===== src/rtl/time_digits_p_if.sv =====
`default_nettype none
// ============================================================================
// Module   : time_digits_p_if
// Purpose  : Advance/load/display bundle for the time_digits_p BCD clock.
//            master = the side driving requests, slave = the clock core.
// Revision : 1.0 - initial release
// ============================================================================
interface time_digits_p_if;
  // requests
  logic       inc_i;
  logic       mode_12h_i;
  logic       load_i;
  logic [1:0] hour_h_load_i;
  logic [3:0] hour_l_load_i;
  logic [2:0] minute_h_load_i;
  logic [3:0] minute_l_load_i;
  logic [2:0] second_h_load_i;
  logic [3:0] second_l_load_i;
  // displayed time and status
  logic [1:0] hour_h_digit_o;
  logic [3:0] hour_l_digit_o;
  logic [2:0] min_h_digit_o;
  logic [3:0] min_l_digit_o;
  logic [2:0] sec_h_digit_o;
  logic [3:0] sec_l_digit_o;
  logic       pm_o;
  logic       rollover_o;
  logic       load_err_o;

  modport master (
    output inc_i, mode_12h_i, load_i,
    output hour_h_load_i, hour_l_load_i, minute_h_load_i,
    output minute_l_load_i, second_h_load_i, second_l_load_i,
    input  hour_h_digit_o, hour_l_digit_o, min_h_digit_o,
    input  min_l_digit_o, sec_h_digit_o, sec_l_digit_o,
    input  pm_o, rollover_o, load_err_o
  );

  modport slave (
    input  inc_i, mode_12h_i, load_i,
    input  hour_h_load_i, hour_l_load_i, minute_h_load_i,
    input  minute_l_load_i, second_h_load_i, second_l_load_i,
    output hour_h_digit_o, hour_l_digit_o, min_h_digit_o,
    output min_l_digit_o, sec_h_digit_o, sec_l_digit_o,
    output pm_o, rollover_o, load_err_o
  );
endinterface
`default_nettype wire


===== src/rtl/time_digits_p.sv =====
`default_nettype none
// ============================================================================
// Module   : time_digits_p
// Purpose  : 24-hour BCD time-of-day counter with prescaled advance, checked
//            parallel load and optional 12-hour display conversion.
// Revision : 1.0 - initial release
// ============================================================================
module time_digits_p #(
  parameter int unsigned TICK_DIV  = 1,
  parameter bit          HOUR12_EN = 1'b1
) (
  input logic            clk_i,
  input logic            rst_i,
  time_digits_p_if.slave bus
);

  localparam int unsigned PRESC_W = (TICK_DIV > 1) ? $clog2(TICK_DIV) : 1;

  // time state (always 24-hour internally)
  logic [1:0] hour_h_q, hour_h_d;
  logic [3:0] hour_l_q, hour_l_d;
  logic [2:0] min_h_q,  min_h_d;
  logic [3:0] min_l_q,  min_l_d;
  logic [2:0] sec_h_q,  sec_h_d;
  logic [3:0] sec_l_q,  sec_l_d;
  logic       rollover_q, rollover_d;
  logic       load_err_q, load_err_d;

  logic load_valid;
  logic load_ok;
  logic accept;
  logic tick;
  logic at_day_end;

  // A load (valid or not) always swallows inc_i of the same cycle.
  assign accept  = bus.inc_i & ~bus.load_i;
  assign load_ok = bus.load_i & load_valid;

  // Range check of the load fields; hour must form 00..23.
  always_comb begin
    load_valid = 1'b1;
    if (bus.hour_h_load_i > 2'd2)                             load_valid = 1'b0;
    if (bus.hour_l_load_i > 4'd9)                             load_valid = 1'b0;
    if (bus.hour_h_load_i == 2'd2 && bus.hour_l_load_i > 4'd3) load_valid = 1'b0;
    if (bus.minute_h_load_i > 3'd5)                           load_valid = 1'b0;
    if (bus.minute_l_load_i > 4'd9)                           load_valid = 1'b0;
    if (bus.second_h_load_i > 3'd5)                           load_valid = 1'b0;
    if (bus.second_l_load_i > 4'd9)                           load_valid = 1'b0;
  end

  generate
    if (TICK_DIV > 1) begin : g_presc
      localparam logic [PRESC_W-1:0] PRESC_MAX = PRESC_W'(TICK_DIV - 1);
      logic [PRESC_W-1:0] presc_q, presc_d;

      // Prescaler: cleared by a valid load, wraps on the terminal count.
      always_comb begin
        presc_d = presc_q;
        if (load_ok) begin
          presc_d = '0;
        end else if (accept) begin
          presc_d = (presc_q == PRESC_MAX) ? '0 : presc_q + PRESC_W'(1);
        end
      end

      // Prescaler register.
      always_ff @(posedge clk_i or posedge rst_i) begin
        if (rst_i) presc_q <= '0;
        else       presc_q <= presc_d;
      end

      assign tick = accept & (presc_q == PRESC_MAX);
    end else begin : g_no_presc
      assign tick = accept;
    end
  endgenerate

  assign at_day_end = (hour_h_q == 2'd2) && (hour_l_q == 4'd3) &&
                      (min_h_q == 3'd5) && (min_l_q == 4'd9) &&
                      (sec_h_q == 3'd5) && (sec_l_q == 4'd9);

  // Next time: load has priority, otherwise a full carry chain in one edge.
  always_comb begin
    hour_h_d   = hour_h_q;
    hour_l_d   = hour_l_q;
    min_h_d    = min_h_q;
    min_l_d    = min_l_q;
    sec_h_d    = sec_h_q;
    sec_l_d    = sec_l_q;
    rollover_d = 1'b0;
    load_err_d = bus.load_i & ~load_valid;
    if (load_ok) begin
      hour_h_d = bus.hour_h_load_i;
      hour_l_d = bus.hour_l_load_i;
      min_h_d  = bus.minute_h_load_i;
      min_l_d  = bus.minute_l_load_i;
      sec_h_d  = bus.second_h_load_i;
      sec_l_d  = bus.second_l_load_i;
    end else if (tick) begin
      rollover_d = at_day_end;
      if (sec_l_q != 4'd9) begin
        sec_l_d = sec_l_q + 4'd1;
      end else begin
        sec_l_d = 4'd0;
        if (sec_h_q != 3'd5) begin
          sec_h_d = sec_h_q + 3'd1;
        end else begin
          sec_h_d = 3'd0;
          if (min_l_q != 4'd9) begin
            min_l_d = min_l_q + 4'd1;
          end else begin
            min_l_d = 4'd0;
            if (min_h_q != 3'd5) begin
              min_h_d = min_h_q + 3'd1;
            end else begin
              min_h_d = 3'd0;
              if (hour_h_q == 2'd2 && hour_l_q == 4'd3) begin
                hour_h_d = 2'd0;
                hour_l_d = 4'd0;
              end else if (hour_l_q == 4'd9) begin
                hour_l_d = 4'd0;
                hour_h_d = hour_h_q + 2'd1;
              end else begin
                hour_l_d = hour_l_q + 4'd1;
              end
            end
          end
        end
      end
    end
  end

  // Time and status pulse registers.
  always_ff @(posedge clk_i or posedge rst_i) begin
    if (rst_i) begin
      hour_h_q   <= 2'd0;
      hour_l_q   <= 4'd0;
      min_h_q    <= 3'd0;
      min_l_q    <= 4'd0;
      sec_h_q    <= 3'd0;
      sec_l_q    <= 4'd0;
      rollover_q <= 1'b0;
      load_err_q <= 1'b0;
    end else begin
      hour_h_q   <= hour_h_d;
      hour_l_q   <= hour_l_d;
      min_h_q    <= min_h_d;
      min_l_q    <= min_l_d;
      sec_h_q    <= sec_h_d;
      sec_l_q    <= sec_l_d;
      rollover_q <= rollover_d;
      load_err_q <= load_err_d;
    end
  end

  logic [4:0] hour_bin;
  logic [4:0] disp_bin;
  logic [4:0] disp_m10;
  logic [1:0] disp_h;
  logic [3:0] disp_l;

  // Hour display: 24-hour digits pass through, 12-hour goes via binary.
  always_comb begin
    hour_bin = (5'(hour_h_q) * 5'd10) + 5'(hour_l_q);
    disp_bin = hour_bin;
    if (hour_bin == 5'd0)       disp_bin = 5'd12;
    else if (hour_bin > 5'd12)  disp_bin = hour_bin - 5'd12;
    disp_m10 = disp_bin - 5'd10;
    disp_h   = hour_h_q;
    disp_l   = hour_l_q;
    if (HOUR12_EN && bus.mode_12h_i) begin
      if (disp_bin >= 5'd10) begin
        disp_h = 2'd1;
        disp_l = disp_m10[3:0];
      end else begin
        disp_h = 2'd0;
        disp_l = disp_bin[3:0];
      end
    end
  end

  assign bus.hour_h_digit_o = disp_h;
  assign bus.hour_l_digit_o = disp_l;
  assign bus.min_h_digit_o  = min_h_q;
  assign bus.min_l_digit_o  = min_l_q;
  assign bus.sec_h_digit_o  = sec_h_q;
  assign bus.sec_l_digit_o  = sec_l_q;
  assign bus.pm_o           = (hour_bin >= 5'd12);
  assign bus.rollover_o     = rollover_q;
  assign bus.load_err_o     = load_err_q;

endmodule
`default_nettype wire


===== src/flat_wrapper.sv =====
// flat-port wrapper written by rule: the top's interface ports become plain ports
module time_digits_p_flat 
#(
  parameter int unsigned TICK_DIV  = 1,
  parameter bit          HOUR12_EN = 1'b1
)
  (clk_i, rst_i, bus_inc_i, bus_mode_12h_i, bus_load_i, bus_hour_h_load_i, bus_hour_l_load_i, bus_minute_h_load_i, bus_minute_l_load_i, bus_second_h_load_i, bus_second_l_load_i, bus_hour_h_digit_o, bus_hour_l_digit_o, bus_min_h_digit_o, bus_min_l_digit_o, bus_sec_h_digit_o, bus_sec_l_digit_o, bus_pm_o, bus_rollover_o, bus_load_err_o);
  time_digits_p_if bus_i ();
  input logic clk_i;
  input logic rst_i;
  input wire logic [$bits(bus_i.inc_i)-1:0] bus_inc_i;
  input wire logic [$bits(bus_i.mode_12h_i)-1:0] bus_mode_12h_i;
  input wire logic [$bits(bus_i.load_i)-1:0] bus_load_i;
  input wire logic [$bits(bus_i.hour_h_load_i)-1:0] bus_hour_h_load_i;
  input wire logic [$bits(bus_i.hour_l_load_i)-1:0] bus_hour_l_load_i;
  input wire logic [$bits(bus_i.minute_h_load_i)-1:0] bus_minute_h_load_i;
  input wire logic [$bits(bus_i.minute_l_load_i)-1:0] bus_minute_l_load_i;
  input wire logic [$bits(bus_i.second_h_load_i)-1:0] bus_second_h_load_i;
  input wire logic [$bits(bus_i.second_l_load_i)-1:0] bus_second_l_load_i;
  output wire logic [$bits(bus_i.hour_h_digit_o)-1:0] bus_hour_h_digit_o;
  output wire logic [$bits(bus_i.hour_l_digit_o)-1:0] bus_hour_l_digit_o;
  output wire logic [$bits(bus_i.min_h_digit_o)-1:0] bus_min_h_digit_o;
  output wire logic [$bits(bus_i.min_l_digit_o)-1:0] bus_min_l_digit_o;
  output wire logic [$bits(bus_i.sec_h_digit_o)-1:0] bus_sec_h_digit_o;
  output wire logic [$bits(bus_i.sec_l_digit_o)-1:0] bus_sec_l_digit_o;
  output wire logic [$bits(bus_i.pm_o)-1:0] bus_pm_o;
  output wire logic [$bits(bus_i.rollover_o)-1:0] bus_rollover_o;
  output wire logic [$bits(bus_i.load_err_o)-1:0] bus_load_err_o;
  assign bus_i.inc_i = bus_inc_i;
  assign bus_i.mode_12h_i = bus_mode_12h_i;
  assign bus_i.load_i = bus_load_i;
  assign bus_i.hour_h_load_i = bus_hour_h_load_i;
  assign bus_i.hour_l_load_i = bus_hour_l_load_i;
  assign bus_i.minute_h_load_i = bus_minute_h_load_i;
  assign bus_i.minute_l_load_i = bus_minute_l_load_i;
  assign bus_i.second_h_load_i = bus_second_h_load_i;
  assign bus_i.second_l_load_i = bus_second_l_load_i;
  assign bus_hour_h_digit_o = bus_i.hour_h_digit_o;
  assign bus_hour_l_digit_o = bus_i.hour_l_digit_o;
  assign bus_min_h_digit_o = bus_i.min_h_digit_o;
  assign bus_min_l_digit_o = bus_i.min_l_digit_o;
  assign bus_sec_h_digit_o = bus_i.sec_h_digit_o;
  assign bus_sec_l_digit_o = bus_i.sec_l_digit_o;
  assign bus_pm_o = bus_i.pm_o;
  assign bus_rollover_o = bus_i.rollover_o;
  assign bus_load_err_o = bus_i.load_err_o;
  time_digits_p #(.TICK_DIV(TICK_DIV), .HOUR12_EN(HOUR12_EN)) u_core (.clk_i(clk_i), .rst_i(rst_i), .bus(bus_i));
endmodule

===== config.mk =====
export PLATFORM = sky130hd
export DESIGN_NAME = time_digits_p_flat
export DESIGN_NICKNAME = d
export VERILOG_FILES = /design/src/rtl/time_digits_p_if.sv /design/src/rtl/time_digits_p.sv /design/src/flat_wrapper.sv
export SDC_FILE = /design/constraint.sdc
export NUM_CORES = 1
export LEC_CHECK = 0
export CAP_MARGIN = 0
export CORE_MARGIN = 3
export CORE_UTILIZATION = 25
export DETAILED_ROUTE_END_ITERATION = 10
export PLACE_DENSITY = 0.55
export SLEW_MARGIN = 20
export SYNTH_ARGS = -nofsm -noshare
export SYNTH_HDL_FRONTEND = slang
export SYNTH_SLANG_ARGS = --single-unit

===== constraint.sdc =====
create_clock -name clk_i -period 7.25 [get_ports clk_i]
set_input_delay 0.725 -clock clk_i [delete_from_list [all_inputs] [get_ports clk_i]]
set_output_delay 0.725 -clock clk_i [all_outputs]
set_load 0.03 [all_outputs]

==> summary.txt <==
STA
  – Shortest period the worst path allows: between 4 and 5 ns
  – Hold WS: 0.6049 ns
  – RSZ-0062 raised after global routing: no
  – Setup tns final: 0 ns
  – Highest clock rate: ~200 MHz
  – Final hold viol count: 0
  – Final Setup Violations: 0
  – Max-slew headroom: 41.88%
  – Setup Skew: just over 0.004 ns
  – Period utilization: between 60% and 70%
  – Max-slew violations: 0
  – Least-Margin Pin Slew: 0.8708 ns

Routing
  – 1st-pass router iterations: 4
  – Post-route ant nets: 0
  – Drt drc: 0
  – Routed len/inst: around 14 microns
  – Final Routed Wirelength: 4.509 mm
  – Iter 0 DRT Violations: between 60 and 70
  – Via-per-instance ratio: 5.116
  – Via count: 1683

Synth
  – Avg Synthesized Cell Area: a little over 8 sq um
  – Synth cell types: 54
  – Post-synth top flop: dfrtp_1
  – Post-synth top area cell: dfrtp_1
  – Area share of the largest cell type after synthesis: a little under a third
  – Synth area leaders: dfrtp_1 (32%), ha_1 (5.8%), o21ai_0 (5.5%), nand2_1 (4.8%), nor2_1 (3.9%)
  – Register area share after synthesis: a little under a third
  – Cells after synthesis: 208
  – Yosys Warn Count: 0
  – Asr flop ratio synth: 100.0%
  – Syn nets: ~240
  – Post-synth EDFFs: 0
  – Synthesized flop and latch total: 22
  – Post-synth top cells: dfrtp_1 (22), nand2_1 (22), o21ai_0 (19)
  – Synthesized area: roughly 1700 sq um

Layout
  – Final cell count without fillers: between 300 and 400
  – Fin nets: between 200 and 300
  – Synthesis-to-layout area growth: 33.70%
  – Antenna Cells: 0
  – Share of layout cells above drive strength 1: 4.762%

Floorplanning
  – Core footprint: about 6500 sq um
  – Initial Utilization: a little over a quarter
  – Die X: 89.02 microns
  – Die Area: 7924 sq um
  – Rows: 29
  – Top Ports: 48
  – Die H: 89.02 microns

Place
  – Gpl congestion: slightly above 0.8
  – Inst Count DP: ~330
  – HPWL after DPL: about 3.5 mm
  – I/O Buffers: 47

Worst setup path
  – CP Class: reg -> out
  – Crit path launch type: flip-flop
  – Crit path max-delay family: compound AO/OA/AOI/OAI gates
  – R2r worst-path depth: 5
  – Critical path, cell by cell: ha_1, inv_1, fa_1, xnor2_1, ha_1, a21oi_1, o32ai_1, o21ai_0, ha_1, o41a_1, o31ai_1, a21oi_1, a21oi_1, clkdlybuf4s50_1
  – CP startpoint: u_core.hour_h_q[0]
  – Slowest stage delay, CP: 0.70 ns
  – CP Depth: 14
  – Max FO, Critical Path: 9
  – Critical Path Sink Type: output port
  – CP bufs+invs: 2
  – Worst path required time: 6.52 ns
  – Crit path DAT: 4.15 ns
  – Critical R2R Launch: u_core.bus.sec_l_digit_o[0]
  – Crit-path slowest cell: clkdlybuf4s50_1

GRT
  – Initial antenna violation count: 0
  – Grt total ovfl: 0
  – Vias in the first global route: approximately 1700
  – Pin count of the biggest net entering global routing: 23
  – First-pass GRT wire length: a little under 8 mm
  – GRT Total Usage: 12.08%

Clock network
  – Max H-tree Level: 1
  – Clock Sink Count: 22
  – Postcts setup bufs: 0
  – CTS tree: built
  – # hold bufs at CTS: 0
  – Insertion delay to the later sink of the worst-skew pair: about 0.26 ns
  – Clock slew at reported path FFs: 0.08 ns
  – Num CTS Buffers: 3
  – CTS root buf: clkbuf_8
  – Post_cts resized: 0
  – CTS Buffer Depth: 2

Worst hold path
  – Hold depth: 1
  – Hold Path Origin: u_core.hour_h_q[0]
  – HP Class: reg -> reg

Pwr
  – Pwr Density: 427.1 nW/um^2
  – Peak VDD IR: 0.0001654 V
  – Leakage: 0.0008884 uW

Run
  – MaxCap Viol Count: 0

Run status
  – Run status: complete, no violations
## through the flow
stage | cell area (sq um) | setup slack, ns | utilization (%) | total power (uW)
floorplan | 1723 | 3.331 | - | 676.2
global placement | 2248 | 2.796 | 34.62 | 891.1
detailed placement | 2248 | 2.695 | 34.62 | 892.1
CTS | 2303 | 2.388 | 35.47 | 986.8
global route | 2303 | 2.051 | 35.47 | 1072
finish | 2303 | 2.373 | 35.47 | 983.8
## cell families (layout without fill, tap and decap cells)
kind of cell | Yosys count | in the layout | synth area share (%)
mux | 3 | 3 | 2.033
fa+ha+maj | 9 | 9 | 6.972
flops | 22 | 22 | 31.95
buf+inv | 22 | 66 | 5.882
simple gates | 86 | 86 | 27.16
xor+xnor | 7 | 7 | 3.559
compound gates | 59 | 59 | 22.44
## report_power, final
part,total [uW],switching (uW),internal (uW)
Sequential,224,61.6,162
Clock,89.7,41.3,48.4
Combinational,670,381,289
## worst paths after layout
path	to	slack, ns
min in group asynchronous	u_core.bus.sec_h_digit_o[1]	0.94
setup / recovery	bus_hour_h_digit_o[0]	2.37
hold reg to reg	u_core.bus.rollover_o	0.60
hold / removal	u_core.bus.rollover_o	0.60
max in group asynchronous	u_core.bus.min_h_digit_o[1]	5.77
setup reg to reg	u_core.hour_l_q[2]	5.25
## sequential cells by signal (all words and copies together) (netlist names)
register / cells
u_core.bus.sec_h_digit_o: 3
u_core.hour_l_q: 4
u_core.bus.sec_l_digit_o: 4
u_core.bus.load_err_o: 1
u_core.hour_h_q: 2
u_core.bus.rollover_o: 1
u_core.bus.min_h_digit_o: 3
u_core.bus.min_l_digit_o: 4
## final cells by class
class / count / area, sq um
tap: 77 / 96.34
sequential: 22 / 550.5
timing repair buffer: 48 / 478.0
inverter: 14 / 52.55
clock buffer: 4 / 55.05
multi-input combinational: 164 / 1071
fill: 691 / 4192
## per-layer routing
metal	vias to the layer above	track usage (%)	wire length [microns]
li1	846	-	-
met1	795	16.69	2182
met2	38	20.18	2111
met3	4	1.843	186
met4	0	2.300	29
met5	-	0	0
## placed cells by master, fill, tap and decap left out, types with 5 or more instances in the layout
master / Yosys / layout
clkdlybuf4s50_1: 0 / 47
nand2_1: 22 / 22
dfrtp_1: 22 / 22
o21ai_0: 19 / 19
nor2_1: 18 / 18
inv_1: 13 / 13
a21oi_1: 12 / 12
ha_1: 8 / 8
nand3_1: 7 / 7
nor3_1: 7 / 7
a31oi_1: 5 / 5
## worst register-to-register path: cells and delay by family, from the launching register on
| family | cells | cell delay (ns) |
|---|---|---|
| AOI/OAI and AO/OA | 1 | 0.18 |
| DFF | 1 | 0.40 |
| and+or+nand+nor | 4 | 1.35 |
No activity file was read; power rests on OpenSTA's default activity.
